`config.mk`:
```
export PLATFORM = sky130hd
export DESIGN_NAME = viterbi_seq_ctrl_flat
export DESIGN_NICKNAME = d
export VERILOG_FILES = /design/src/rtl/viterbi_seq_ctrl_if.sv /design/src/rtl/viterbi_seq_ctrl.sv /design/src/flat_wrapper.sv
export SDC_FILE = /design/constraint.sdc
export NUM_CORES = 1
export LEC_CHECK = 0
export CAP_MARGIN = 20
export CORE_AREA = 2 2 39 41
export DETAILED_ROUTE_END_ITERATION = 7
export DIE_AREA = 0 0 41 43
export PLACE_DENSITY_LB_ADDON = 0.2
export SLEW_MARGIN = 20
export SYNTH_ARGS = -nofsm -noshare
export SYNTH_HDL_FRONTEND = slang
export SYNTH_SLANG_ARGS = --single-unit
```
`constraint.sdc`:
```
create_clock -name clk -period 4.1 [get_ports clk]
set_input_delay 0.82 -clock clk [delete_from_list [all_inputs] [get_ports clk]]
set_output_delay 0.82 -clock clk [all_outputs]
set_load 0.01 [all_outputs]
```
`src/rtl/viterbi_seq_ctrl_if.sv`:
```
// Viterbi sequencer control bundle: symbol handshake plus datapath strobes.
// slave = sequencer view, master = symbol source / datapath view.
interface viterbi_seq_ctrl_if #(
    parameter int ADDR_W = 3
);
    logic              in_valid;
    logic              in_ready;
    logic              acs_en;
    logic              acs_init;
    logic              mem_wr_en;
    logic [ADDR_W-1:0] mem_wr_addr;
    logic              mem_rd_en;
    logic [ADDR_W-1:0] mem_rd_addr;
    logic              tb_start;
    logic              tb_en;
    logic              dec_valid;
    logic              busy;
    logic              frame_done;

    modport slave (
        input  in_valid,
        output in_ready, acs_en, acs_init,
        output mem_wr_en, mem_wr_addr,
        output mem_rd_en, mem_rd_addr,
        output tb_start, tb_en, dec_valid,
        output busy, frame_done
    );

    modport master (
        output in_valid,
        input  in_ready, acs_en, acs_init,
        input  mem_wr_en, mem_wr_addr,
        input  mem_rd_en, mem_rd_addr,
        input  tb_start, tb_en, dec_valid,
        input  busy, frame_done
    );
endinterface

```
`src/rtl/viterbi_seq_ctrl.sv`:
```
// Viterbi decoder control sequencer: fills survivor memory one symbol per
// accept, runs a reverse traceback sweep, then pulses frame_done.
// Ports: clk, rst (sync, active-high), bus (viterbi_seq_ctrl_if.slave).
module viterbi_seq_ctrl #(
    parameter int FRAME_LEN = 8,
    parameter int ADDR_W    = 3
) (
    input  logic                 clk,
    input  logic                 rst,
    viterbi_seq_ctrl_if.slave    bus
);
    localparam logic [ADDR_W-1:0] LAST = ADDR_W'(FRAME_LEN - 1);

    typedef enum logic [2:0] {
        S_IDLE,
        S_FILL,
        S_TB,
        S_DRAIN,
        S_DONE
    } state_t;

    state_t            state_q, state_d;
    logic [ADDR_W-1:0] sym_cnt_q, sym_cnt_d;
    logic [ADDR_W-1:0] tb_addr_q, tb_addr_d;
    logic              rd_dly_q;

    logic accept;
    logic rd_en;

    // rst gates ready so a same-cycle in_valid never strobes the ACS
    assign bus.in_ready = ~rst &
        ((state_q == S_IDLE) || (state_q == S_FILL));
    assign accept = bus.in_valid & bus.in_ready;

    assign bus.acs_en      = accept;
    assign bus.mem_wr_en   = accept;
    assign bus.mem_wr_addr = sym_cnt_q;
    assign bus.mem_rd_en   = rd_en;
    assign bus.mem_rd_addr = tb_addr_q;
    assign bus.tb_en       = rd_dly_q;
    assign bus.dec_valid   = rd_dly_q;
    assign bus.busy        = (state_q != S_IDLE);

    always_comb begin
        state_d        = state_q;
        sym_cnt_d      = sym_cnt_q;
        tb_addr_d      = tb_addr_q;
        rd_en          = 1'b0;
        bus.acs_init   = 1'b0;
        bus.tb_start   = 1'b0;
        bus.frame_done = 1'b0;
        unique case (state_q)
            S_IDLE, S_FILL: begin
                bus.acs_init = accept && (state_q == S_IDLE);
                if (accept) begin
                    if (sym_cnt_q == LAST) begin
                        state_d   = S_TB;
                        tb_addr_d = LAST;
                        sym_cnt_d = '0;
                    end else begin
                        state_d   = S_FILL;
                        sym_cnt_d = sym_cnt_q + ADDR_W'(1);
                    end
                end
            end
            S_TB: begin
                rd_en = 1'b1;
                // sweep always starts at LAST, so that marks the first cycle
                bus.tb_start = (tb_addr_q == LAST);
                if (tb_addr_q == '0) begin
                    state_d = S_DRAIN;
                end else begin
                    tb_addr_d = tb_addr_q - ADDR_W'(1);
                end
            end
            S_DRAIN: begin
                state_d = S_DONE;
            end
            S_DONE: begin
                bus.frame_done = 1'b1;
                state_d        = S_IDLE;
            end
            default: begin
                state_d = S_IDLE;
            end
        endcase
    end

    always_ff @(posedge clk) begin
        if (rst) begin
            state_q   <= S_IDLE;
            sym_cnt_q <= '0;
            tb_addr_q <= '0;
            rd_dly_q  <= 1'b0;
        end else begin
            state_q   <= state_d;
            sym_cnt_q <= sym_cnt_d;
            tb_addr_q <= tb_addr_d;
            rd_dly_q  <= rd_en;
        end
    end
endmodule

```
`src/flat_wrapper.sv`:
```
// flat-port wrapper written by rule: the top's interface ports become plain ports
module viterbi_seq_ctrl_flat 
#(
    parameter int FRAME_LEN = 8,
    parameter int ADDR_W    = 3
)
  (clk, rst, bus_in_valid, bus_in_ready, bus_acs_en, bus_acs_init, bus_mem_wr_en, bus_mem_wr_addr, bus_mem_rd_en, bus_mem_rd_addr, bus_tb_start, bus_tb_en, bus_dec_valid, bus_busy, bus_frame_done);
  viterbi_seq_ctrl_if #(.ADDR_W(ADDR_W)) bus_i ();
  input  logic clk;
  input  logic rst;
  input wire logic [$bits(bus_i.in_valid)-1:0] bus_in_valid;
  output wire logic [$bits(bus_i.in_ready)-1:0] bus_in_ready;
  output wire logic [$bits(bus_i.acs_en)-1:0] bus_acs_en;
  output wire logic [$bits(bus_i.acs_init)-1:0] bus_acs_init;
  output wire logic [$bits(bus_i.mem_wr_en)-1:0] bus_mem_wr_en;
  output wire logic [$bits(bus_i.mem_wr_addr)-1:0] bus_mem_wr_addr;
  output wire logic [$bits(bus_i.mem_rd_en)-1:0] bus_mem_rd_en;
  output wire logic [$bits(bus_i.mem_rd_addr)-1:0] bus_mem_rd_addr;
  output wire logic [$bits(bus_i.tb_start)-1:0] bus_tb_start;
  output wire logic [$bits(bus_i.tb_en)-1:0] bus_tb_en;
  output wire logic [$bits(bus_i.dec_valid)-1:0] bus_dec_valid;
  output wire logic [$bits(bus_i.busy)-1:0] bus_busy;
  output wire logic [$bits(bus_i.frame_done)-1:0] bus_frame_done;
  assign bus_i.in_valid = bus_in_valid;
  assign bus_in_ready = bus_i.in_ready;
  assign bus_acs_en = bus_i.acs_en;
  assign bus_acs_init = bus_i.acs_init;
  assign bus_mem_wr_en = bus_i.mem_wr_en;
  assign bus_mem_wr_addr = bus_i.mem_wr_addr;
  assign bus_mem_rd_en = bus_i.mem_rd_en;
  assign bus_mem_rd_addr = bus_i.mem_rd_addr;
  assign bus_tb_start = bus_i.tb_start;
  assign bus_tb_en = bus_i.tb_en;
  assign bus_dec_valid = bus_i.dec_valid;
  assign bus_busy = bus_i.busy;
  assign bus_frame_done = bus_i.frame_done;
  viterbi_seq_ctrl #(.FRAME_LEN(FRAME_LEN), .ADDR_W(ADDR_W)) u_core (.clk(clk), .rst(rst), .bus(bus_i));
endmodule
```
==> metrics.md, run 1 <==
| Metric | Value |
|---|---|
| Ranking of synthesized cells by area | `dfxtp_1 35%, ha_1 11%, nor4b_4 4.1%` |
| Mean Syn Cell Area | `9.73 sq um` |
| Fin crit period | `about 3.5 ns` |
| CP Class | `input port to output pin` |
| Post-synth EDFFs | `0` |
| Area added between synthesis and finish | `34.9%` |
| Unrepaired setup endpoints after global routing | `false` |
| Via count | `482` |
| Post-CTS Hold Fix Bufs | `0` |
| Cell with the most instances after synthesis | `dfxtp_1` |
| Crit Path Max Fanout | `11` |
| F_max | `between 200 and 300 MHz` |
| Sequential cell area fraction in the yosys report | `roughly a third` |
| Largest net degree at the start of global routing | `12` |
| Root buffer cell | `clkbuf_4` |
| Least-Margin Pin Slew | `0.470 ns` |
| Total die area | `0.00176 sq mm` |
| Share of post-route cells with drive strength above 1 | `a little over an eighth` |
| FF+latch count, synth | `10` |
| Initial antenna violation count | `0` |
| Final Hold Fails | `0` |
| Drt pass-1 iters | `4` |
| Max rail drop VDD | `between 100 and 150 uV` |
| Worst Skew | `approximately 0.00042 ns` |
| Pins Over Slew Limit | `0` |
| Status | `finished, final reports clean` |
| Clk slew on worst S/H paths | `~0.07 ns` |
| # H-tree levels | `1` |
| Worst path arrival time | `2.69 ns` |
| CTS tree | `yes` |
| Gpl congestion | `about 0.63` |
| Vias in the first global route | `443` |
| Worst skew pair latency | `~0.26 ns` |
| Die extent in y | `~43 microns` |
| Post-DRT Antenna Nets | `0` |
| Buffers on Ports | `18` |
| Maxcap violations | `0` |
| WHS Endpoint | `u_core.bus.mem_wr_addr[1]` |
| Ant diodes | `0` |
| Min-delay worst type | `register to register` |
| # IOs | `19` |
| Total GRT Usage | `~17%` |
| Yosys warns | `0` |
| Async set or reset register ratio after synthesis | `0%` |
| Commonest cells post-synth | `10 x dfxtp_1, 5 x ha_1, 4 x inv_1` |
| Post-DP HPWL | `about 830 microns` |
| Cell count after synthesis | `59` |
| First-pass GRT wire length | `between 1.5 and 2 mm` |
| DRT Wirelength | `~1.2 mm` |
| Worst-case reg-to-reg path depth | `3` |
| Unique masters post-synth | `30` |
| Post-CTS Resized | `0` |
| Worst EP required | `approximately 3.3 ns` |
| Hold path cells | `2` |
| Initial cell density of the core | `41.5%` |
| CTS Sinks | `10` |
| Part of the cycle the worst path needs | `approximately 86%` |
| R2R Path Start | `u_core.state_q[1]` |
| Mapped Area | `roughly 570 sq um` |
| Setup Buffers After CTS | `0` |
| Setup crit start kind | `input port` |
| Yosys top cell by area | `dfxtp_1` |
| PwrDens | `277 mW/mm^2` |
| Syn_nets | `67` |
| Congestion Overflow GR | `0` |
| Critical path endpoint category | `output pin` |
| Placeable core area | `roughly 0.0014 sq mm` |
| Reg-to-Reg End | `u_core.bus.mem_rd_addr[1]` |
| Top FF cell, synth | `dfxtp_1` |
| Remaining DRCs | `0` |
| Leak | `between 0.2 and 0.3 nW` |
| Hold slack final | `0.501 ns` |
| Via density | `between 5 and 6` |
| DRT iter0 DRCs | `2` |
| Fin Setup TNS | `0 ns` |
| Clock Path Buffers | `2` |
| DIE WIDTH | `41 microns` |
| Area share of the largest cell type after synthesis | `34.9%` |
| Std-Cell Rows | `14` |
| R2r setup slk | `approximately 2.6 ns` |
| Final setup vio count | `0` |
| CTS buffer count | `3` |
| Final-stage net count | `85` |
| Worst Hold Launch | `u_core.bus.mem_wr_addr[1]` |
| Drt wl/cell | `12.5 microns` |
| Fill count | `between 100 and 150` |
| Slew Limit Headroom | `68.6%` |
-- final cells by class --
type | instances | area, sq um | area share, %
multi-input cells | 40 | 323 | 41.7
repair buffers | 18 | 180 | 23.3
well taps | 16 | 20.0 | 2.58
clock buffers | 4 | 36.3 | 4.68
flip-flops and latches | 10 | 200 | 25.8
inverters | 4 | 15.0 | 1.94
-- report_power, final --
group	switching, mW	internal [mW]
Clock	0.0333	0.0539
Sequential	0.00294	0.0995
Combinational	0.0102	0.0145
-- flip-flops by register name (all words and copies together), names as in the netlist --
register	flops
u_core.bus.dec_valid	1
u_core.bus.mem_rd_addr	3
u_core.bus.mem_wr_addr	3
u_core.state_q	3
-- layout by cell type, fill, tap and decap left out, drive strengths merged, types with 3 or more instances in the layout --
master         synthesis  final
inv                    4      4
a21oi                  3      3
clkbuf                 0      4
nand2b                 3      3
clkdlybuf4s50          0     18
ha                     5      5
nor2                   3      3
dfxtp                 10     10
-- metrics by stage --
stage          area, sq um  setup WS (ns)  cells  power (mW)  util [%]
2_1_floorplan          574           1.82     59       0.118         -
3_3_place_gp           738          0.662     88       0.129      53.3
3_5_place_dp           738          0.597     88       0.130      53.3
4_1_cts                774          0.588     92       0.219      56.0
5_1_grt                774          0.501     92       0.226      56.0
6_report               774          0.592     92       0.214      56.0
-- how the worst max path moves through the flow --
stage,startpoint,end,cells after the start
final,rst,bus_acs_init,4
after global routing,rst,bus_acs_init,4
after CTS,rst,bus_acs_init,4
after detailed placement,rst,bus_acs_init,4
after global placement,rst,bus_acs_init,4
after floorplan,rst,bus_acs_init,2
-- worst max-delay path, stage by stage --
cell and delay, ns:
clkdlybuf4s50_1 0.64, nor4b_4 0.51, and2_1 0.19, clkdlybuf4s50_1 0.52
-- routing by layer --
metal	GRT usage [%]	wire length [microns]	up-vias	part of all wire, %
li1	-	-	244	-
met1	21.8	512	224	44
met2	22.2	546	12	47
met3	6.81	74	2	6.4
met4	12.0	19	0	1.6
met5	0	0	-	0
-- kinds of logic after synthesis --
group           after synthesis  synth area share, %
compound gates               12                 15.0
fa+ha+maj                     5                 10.9
buf+inv                       9                 8.93
flops                        10                 34.9
mux                           1                 1.74
simple gates                 22                 28.5
(Power assumes the default switching activity.)
==> inputs of run 2 (changes only) <==
--- a/config.mk
+++ b/config.mk
@@ -9,6 +9,7 @@
 export CORE_AREA = 2 2 39 41
 export DETAILED_ROUTE_END_ITERATION = 7
 export DIE_AREA = 0 0 41 43
+export GPL_TIMING_DRIVEN = 0
 export PLACE_DENSITY_LB_ADDON = 0.2
 export SLEW_MARGIN = 20
 export SYNTH_ARGS = -nofsm -noshare
==> run 2 against run 1 <==
First-iteration DRC count up 100%; clock power fell by 26%; hold slack got worse by 0.0059 ns; total power is 10% lower; worst setup slack gained 0.24 ns; global-route usage decreased by 2.1 points; critical path depth stayed put; clock-buffer cell count shrank 1; critical path type unchanged; largest cell class unchanged; largest power group unchanged; highest routed layer unchanged.
==> metrics.md, run 2 (synthesis gave the netlist of run 1 again) <==
| Metric | Value |
|---|---|
| Status | `finished, final reports clean` |
| Setup Buffers After CTS | `0 (unchanged)` |
| CTS buffer count | `3 (unchanged)` |
| Largest stage delay, worst path | `0.52 ns (-0.12 ns)` |
| Vias in the first global route | `456 (+2.9%)` |
| Setup crit start kind | `input port` |
| R2R Path Start | `u_core.bus.mem_wr_addr[0]` |
| Most common cell on crit path | `clkdlybuf4s50_1` |
| Worst skew pair latency | `0.25 ns (about the same)` |
| Post-CTS Hold Fix Bufs | `0 (unchanged)` |
| Drt pass-1 iters | `2 (-2)` |
| Pins Over Slew Limit | `0 (unchanged)` |
| Dpl cell area | `774 sq um (+4.9%)` |
| F_max | `306 MHz (+7.5%)` |
| Final Hold Fails | `0 (unchanged)` |
| Post-CTS Resized | `0 (unchanged)` |
| Post-DRT Antenna Nets | `0 (unchanged)` |
| Hold path cells | `2 (unchanged)` |
| R2r setup slk | `2.64 ns (+0.04 ns)` |
| Setup WS pre-CTS | `0.818 ns (+0.221 ns)` |
| Area added between synthesis and finish | `38.8%` |
| Gpl congestion | `0.690 (+9.0%)` |
| Worst Hold Launch | `u_core.bus.mem_wr_addr[1]` |
| Least-Margin Pin Slew | `0.438 ns (-0.0318 ns)` |
| CP Class | `input port to output pin` |
| Crit Path Max Fanout | `9 (-2)` |
| Die extent in y | `43 microns (unchanged)` |
| Initial cell density of the core | `41.5% (unchanged)` |
| WHS Endpoint | `u_core.bus.mem_wr_addr[1]` |
| Reg-to-Reg End | `u_core.bus.mem_rd_addr[0]` |
| Commonest non-fill, non-tap cell in the layout | `clkdlybuf4s50_1` |
| Most frequent cells in the layout | `18 x clkdlybuf4s50_1, 10 x dfxtp_1, 5 x ha_1` |
| CTS Sinks | `10 (unchanged)` |
| Final setup vio count | `0 (unchanged)` |
| Multi-input gate area | `323 sq um (unchanged)` |
| Max stage delay cell, worst path | `clkdlybuf4s50_1` |
| Initial antenna violation count | `0 (unchanged)` |
| Via count | `489 (+1.5%)` |
| Clk slew on worst S/H paths | `0.06 ns (about the same)` |
| Leak | `0.318 nW (+6.4%)` |
| Via density | `5.09 (-2.8%)` |
| First-pass GRT wire length | `1.83 mm (-7.3%)` |
| Worst Skew | `0.00379 ns (+0.00337 ns)` |
| Fill count | `140 (+6.1%)` |
| Worst-case reg-to-reg path depth | `5 (+2)` |
| Hold slack final | `0.495 ns (-0.00593 ns)` |
| # IOs | `19 (unchanged)` |
| DRT iter0 DRCs | `4 (+2)` |
| Setup WS post-layout | `0.837 ns (+0.245 ns)` |
| Post-DP HPWL | `818 microns (-1.4%)` |
| Part of the cycle the worst path needs | `79.6% (-6.0 points)` |
| DIE WIDTH | `41 microns (unchanged)` |
| Buffers on Ports | `18 (unchanged)` |
| Final-stage net count | `90 (+5.9%)` |
| Total GRT Usage | `15.0% (-2.1 points)` |
| # H-tree levels | `1 (unchanged)` |
| Critical path endpoint category | `output pin` |
| FF+latch area | `200 sq um (unchanged)` |
| Placeable core area | `0.00138 sq mm (unchanged)` |
| Min-delay worst type | `register to register` |
| Unrepaired setup endpoints after global routing | `false` |
| Fin crit period | `3.26 ns (-0.245 ns)` |
| Total die area | `0.00176 sq mm (unchanged)` |
| Std-Cell Rows | `14 (unchanged)` |
| Remaining DRCs | `0 (unchanged)` |
| DRT Wirelength | `1.14 mm (-1.5%)` |
| Maxcap violations | `0 (unchanged)` |
| Drt wl/cell | `11.8 microns (-5.6%)` |
| Ant diodes | `0 (unchanged)` |
| Crit path cell chain | `clkdlybuf4s50_1, nor4b_4, and2_1, clkdlybuf4s50_1` |
| Max rail drop VDD | `161 uV (+21%)` |
| Share of post-route cells with drive strength above 1 | `17.5% (+4.3 points)` |
| Congestion Overflow GR | `0 (unchanged)` |
| Clock Path Buffers | `2 (unchanged)` |
| Worst EP required | `3.28 ns (about the same)` |
| Slew Limit Headroom | `70.7% (+2.1 points)` |
| Worst path arrival time | `2.44 ns (-0.25 ns)` |
| PwrDens | `241 mW/mm^2 (-13%)` |
| Fin Setup TNS | `0 ns (unchanged)` |
| Finished Cell Area | `797 sq um (+2.9%)` |
| Root buffer cell | `clkbuf_4` |
| Largest net degree at the start of global routing | `11 (-1)` |
| CTS tree | `yes` |
run 2: cell count changes in the layout (fill, tap and decap cells not counted):
cell	delta
buf_6	+1
clkbuf_8	-1
buf_4	+2
buf_2	+2
run 2: report_power, final:
part | total [mW] | switching, mW | internal (mW)
logic | 0.0257 | 0.0103 | 0.0154
clock network | 0.0641 | 0.0304 | 0.0337
registers | 0.103 | 0.00298 | 0.0995
run 2: how the worst max path moves through the flow:
stage / from / endpoint / slack [ns] / cells after the start
after global routing: bus_in_valid / bus_acs_init / 0.71 / 4
after CTS: bus_in_valid / bus_acs_init / 0.82 / 4
after floorplan: rst / bus_acs_init / 1.82 / 2
final: bus_in_valid / bus_acs_init / 0.84 / 4
after detailed placement: bus_in_valid / bus_acs_init / 0.82 / 4
after global placement: bus_in_valid / bus_acs_init / 0.82 / 4
run 2: final cells by class:
class / count / area share (%)
Tap cell: 16 / 2.51
Buffer: 5 / 4.55
Timing Repair Buffer: 18 / 22.6
Sequential cell: 10 / 25.1
Multi-Input combinational cell: 40 / 40.5
Inverter: 4 / 1.88
Clock buffer: 3 / 2.83
run 2: through the flow:
| stage | instances | power [mW] | util (%) |
|---|---|---|---|
| finish | 96 | 0.192 | 57.6 |
| global route | 96 | 0.202 | 57.6 |
| CTS | 96 | 0.196 | 57.6 |
| detailed placement | 93 | 0.131 | 56.0 |
| global placement | 93 | 0.130 | 56.0 |
| floorplan | 59 | 0.118 | - |
run 2: metal layers:
layer  vias to the layer above  routed length, microns  track usage (%)
li1                        254                       -                -
met5                         -                       0                0
met2                        10                     540             22.8
met3                         2                      75             4.19
met1                       223                     510             19.1
met4                         0                      10             6.00
run 2: worst max-delay path: cells and delay by family:
family,cells,cell delay [ns]
buf+inv,2,1.02
simple gates,2,0.59
==> inputs of run 3 (changes only) <==
--- a/config.mk
+++ b/config.mk
@@ -6,9 +6,8 @@
 export NUM_CORES = 1
 export LEC_CHECK = 0
 export CAP_MARGIN = 20
-export CORE_AREA = 2 2 39 41
+export CORE_UTILIZATION = 43
 export DETAILED_ROUTE_END_ITERATION = 7
-export DIE_AREA = 0 0 41 43
 export GPL_TIMING_DRIVEN = 0
 export PLACE_DENSITY_LB_ADDON = 0.2
 export SLEW_MARGIN = 20
==> constraint.sdc (replaced) <==
create_clock -name clk -period 3.07 [get_ports clk]
set_input_delay 0.614 -clock clk [delete_from_list [all_inputs] [get_ports clk]]
set_output_delay 0.614 -clock clk [all_outputs]
set_load 0.01 [all_outputs]
==> run 3 against run 2 <==
Sequential share of layout area is 0.079 points higher; sequential cell count stayed put; core utilization is 10 points higher; worst setup slack worse by 0.68 ns; cell count is 2.1% lower; first-iteration DRC count is 75% higher; design area is 0.31% lower; hold slack worse by 0.0059 ns; sequential power is 33% higher; non-clock buffer count stayed put; critical path depth stayed put; critical path type unchanged; largest power group unchanged.
==> metrics.md, run 3 (synthesis gave the netlist of run 1 again) <==
| Metric | Value |
|---|---|
| Area added between synthesis and finish | `38.3%` |
| Final Hold Fails | `0 (unchanged)` |
| Setup WS post-layout | `0.156 ns (-0.681 ns)` |
| Share of post-route cells with drive strength above 1 | `17.5% (unchanged)` |
| Fin Setup TNS | `0 ns (unchanged)` |
| DIE WIDTH | `38.5 microns (-6.0%)` |
| Clock Path Buffers | `2 (unchanged)` |
| Pins Over Slew Limit | `0 (unchanged)` |
| Critical path endpoint category | `output pin` |
| CTS Sinks | `10 (unchanged)` |
| Status | `finished, final reports clean` |
| P_int | `0.199 mW (+34%)` |
| Maxcap violations | `0 (unchanged)` |
| F_max | `around 340 MHz` |
| PwrDens | `333 mW/mm^2 (+38%)` |
| Unrepaired setup endpoints after global routing | `false` |
| Via density | `5.18 (+1.7%)` |
| Finished Cell Area | `795 sq um (-0.31%)` |
| Congestion Overflow GR | `0 (unchanged)` |
| Buffers on Ports | `18 (unchanged)` |
| Initial cell density of the core | `49.0% (+7.5 points)` |
| Placeable core area | `0.00117 sq mm (-15%)` |
| Via count | `487 (-0.41%)` |
| Setup WS pre-CTS | `0.143 ns (-0.676 ns)` |
| Total die area | `0.00149 sq mm (-16%)` |
| Initial antenna violation count | `0 (unchanged)` |
| Crit Path Max Fanout | `9 (unchanged)` |
| Fin crit period | `2.91 ns` |
| Setup Buffers After CTS | `0 (unchanged)` |
| CTS tree | `yes` |
| DRT iter0 DRCs | `7 (+3)` |
| Final setup vio count | `0 (unchanged)` |
| Largest stage delay, worst path | `0.53 ns (about the same)` |
| Die extent in y | `38.5 microns (-10%)` |
| Drt wl/cell | `12.2 microns (+3.1%)` |
| Fill count | `103 (-26%)` |
| Gpl congestion | `0.683 (-1.1%)` |
| Drt pass-1 iters | `2 (unchanged)` |
| Worst-case reg-to-reg path depth | `5 (unchanged)` |
| DRT Wirelength | `1.15 mm (+0.97%)` |
| Part of the cycle the worst path needs | `between 90 and 100%` |
| Comb power frac | `13.3% (about the same)` |
| Least-Margin Pin Slew | `0.479 ns (+0.0411 ns)` |
| Multi-input gate area | `323 sq um (unchanged)` |
| Psw | `0.0653 mW (+50%)` |
| Worst EP required | `2.46 ns (-0.82 ns)` |
| Reg-to-Reg End | `u_core.bus.mem_rd_addr[1]` |
| Max stage delay cell, worst path | `clkdlybuf4s50_1` |
| R2r setup slk | `1.62 ns (-1.02 ns)` |
| Sequential power share | `51.8% (-1.5 points)` |
| Max rail drop VDD | `232 uV (+44%)` |
| Slew Limit Headroom | `67.9% (-2.8 points)` |
| WHS Endpoint | `u_core.bus.mem_wr_addr[1]` |
| Power share of the clock group | `34.9% (+1.6 points)` |
| Worst Skew | `0.00350 ns (-0.000290 ns)` |
| Post-CTS Resized | `0 (unchanged)` |
| Dpl cell area | `772 sq um (-0.32%)` |
| Leak | `0.318 nW (unchanged)` |
| Post-DP HPWL | `847 microns (+3.6%)` |
| Worst skew pair latency | `0.27 ns (+0.02 ns)` |
| CP Class | `input port to output pin` |
| # IOs | `19 (unchanged)` |
| First-pass GRT wire length | `1.91 mm (+4.5%)` |
| Root buffer cell | `clkbuf_4` |
| Post-DRT Antenna Nets | `0 (unchanged)` |
| Crit path cell chain | `clkdlybuf4s50_1, nor4b_4, and2_1, clkdlybuf4s50_1` |
| Most common cell on crit path | `clkdlybuf4s50_1` |
| Std-Cell Rows | `12 (-2)` |
| R2R Path Start | `u_core.bus.mem_wr_addr[0]` |
| Min-delay worst type | `register to register` |
| Vias in the first global route | `402 (-12%)` |
| Final-stage net count | `90 (unchanged)` |
| Switching power share of the total | `24.7% (+2.0 points)` |
| FF+latch area | `200 sq um (unchanged)` |
| Post-CTS Hold Fix Bufs | `0 (unchanged)` |
| Remaining DRCs | `0 (unchanged)` |
| Most frequent cells in the layout | `18 x clkdlybuf4s50_1, 10 x dfxtp_1, 5 x ha_1` |
| # H-tree levels | `1 (unchanged)` |
| Setup crit start kind | `input port` |
| Hold path cells | `2 (unchanged)` |
| Total GRT Usage | `20.4% (+5.4 points)` |
| Largest net degree at the start of global routing | `11 (unchanged)` |
| Worst path arrival time | `2.30 ns (-0.14 ns)` |
| Worst Hold Launch | `u_core.bus.mem_wr_addr[1]` |
| Clk slew on worst S/H paths | `0.07 ns (about the same)` |
| Ant diodes | `0 (unchanged)` |
| CTS buffer count | `3 (unchanged)` |
| Commonest non-fill, non-tap cell in the layout | `clkdlybuf4s50_1` |
## run 3: cell counts in the layout (fill, tap and decap cells not counted)
No cell type changed its count.
## run 3: worst max-delay path: cells and delay by family
family,cells,cell delay (ns)
buf+inv,2,1.05
simple gates,2,0.63
## run 3: layer usage
| layer | vias to the layer above | GRT usage [%] | share of wire, % |
|---|---|---|---|
| li1 | 253 | - | - |
| met1 | 218 | 26.1 | 46 |
| met2 | 11 | 27.5 | 46 |
| met3 | 5 | 8.72 | 4.7 |
| met4 | 0 | 12.9 | 3.0 |
| met5 | - | 0 | 0 |
## run 3: area by class of cell
| type | instances | share of cell area [%] |
|---|---|---|
| inverter | 4 | 1.89 |
| multi-input combinational | 40 | 40.6 |
| tap | 14 | 2.20 |
| sequential | 10 | 25.2 |
| buffer | 5 | 4.57 |
| timing repair buffer | 18 | 22.7 |
| clock buffer | 3 | 2.83 |
## run 3: per-stage QoR
stage	instances	util [%]	hold WS [ns]	total power [mW]
6_report	94	67.8	0.489	0.264
5_1_grt	94	67.8	0.506	0.279
4_1_cts	94	67.8	0.495	0.269
3_5_place_dp	91	65.9	0.483	0.175
3_3_place_gp	91	65.9	0.476	0.174
2_1_floorplan	59	-	0.507	0.157
## run 3: worst max-delay path by stage
stage                       startpoint           end  slack [ns]  cells after the start
after floorplan                    rst  bus_acs_init        1.20                      2
after global placement    bus_in_valid  bus_acs_init        0.20                      4
after detailed placement  bus_in_valid  bus_acs_init        0.14                      4
after CTS                 bus_in_valid  bus_acs_init        0.13                      4
after global routing      bus_in_valid  bus_acs_init        0.09                      4
final                     bus_in_valid  bus_acs_init        0.16                      4
## run 3: power groups by stage
stage	registers [mW]	logic, mW	clock network, mW
floorplan	0.140	0.0166	0
global placement	0.140	0.0342	0
detailed placement	0.140	0.0356	0
CTS	0.137	0.0358	0.0960
global route	0.137	0.0388	0.102
finish	0.137	0.0351	0.0924
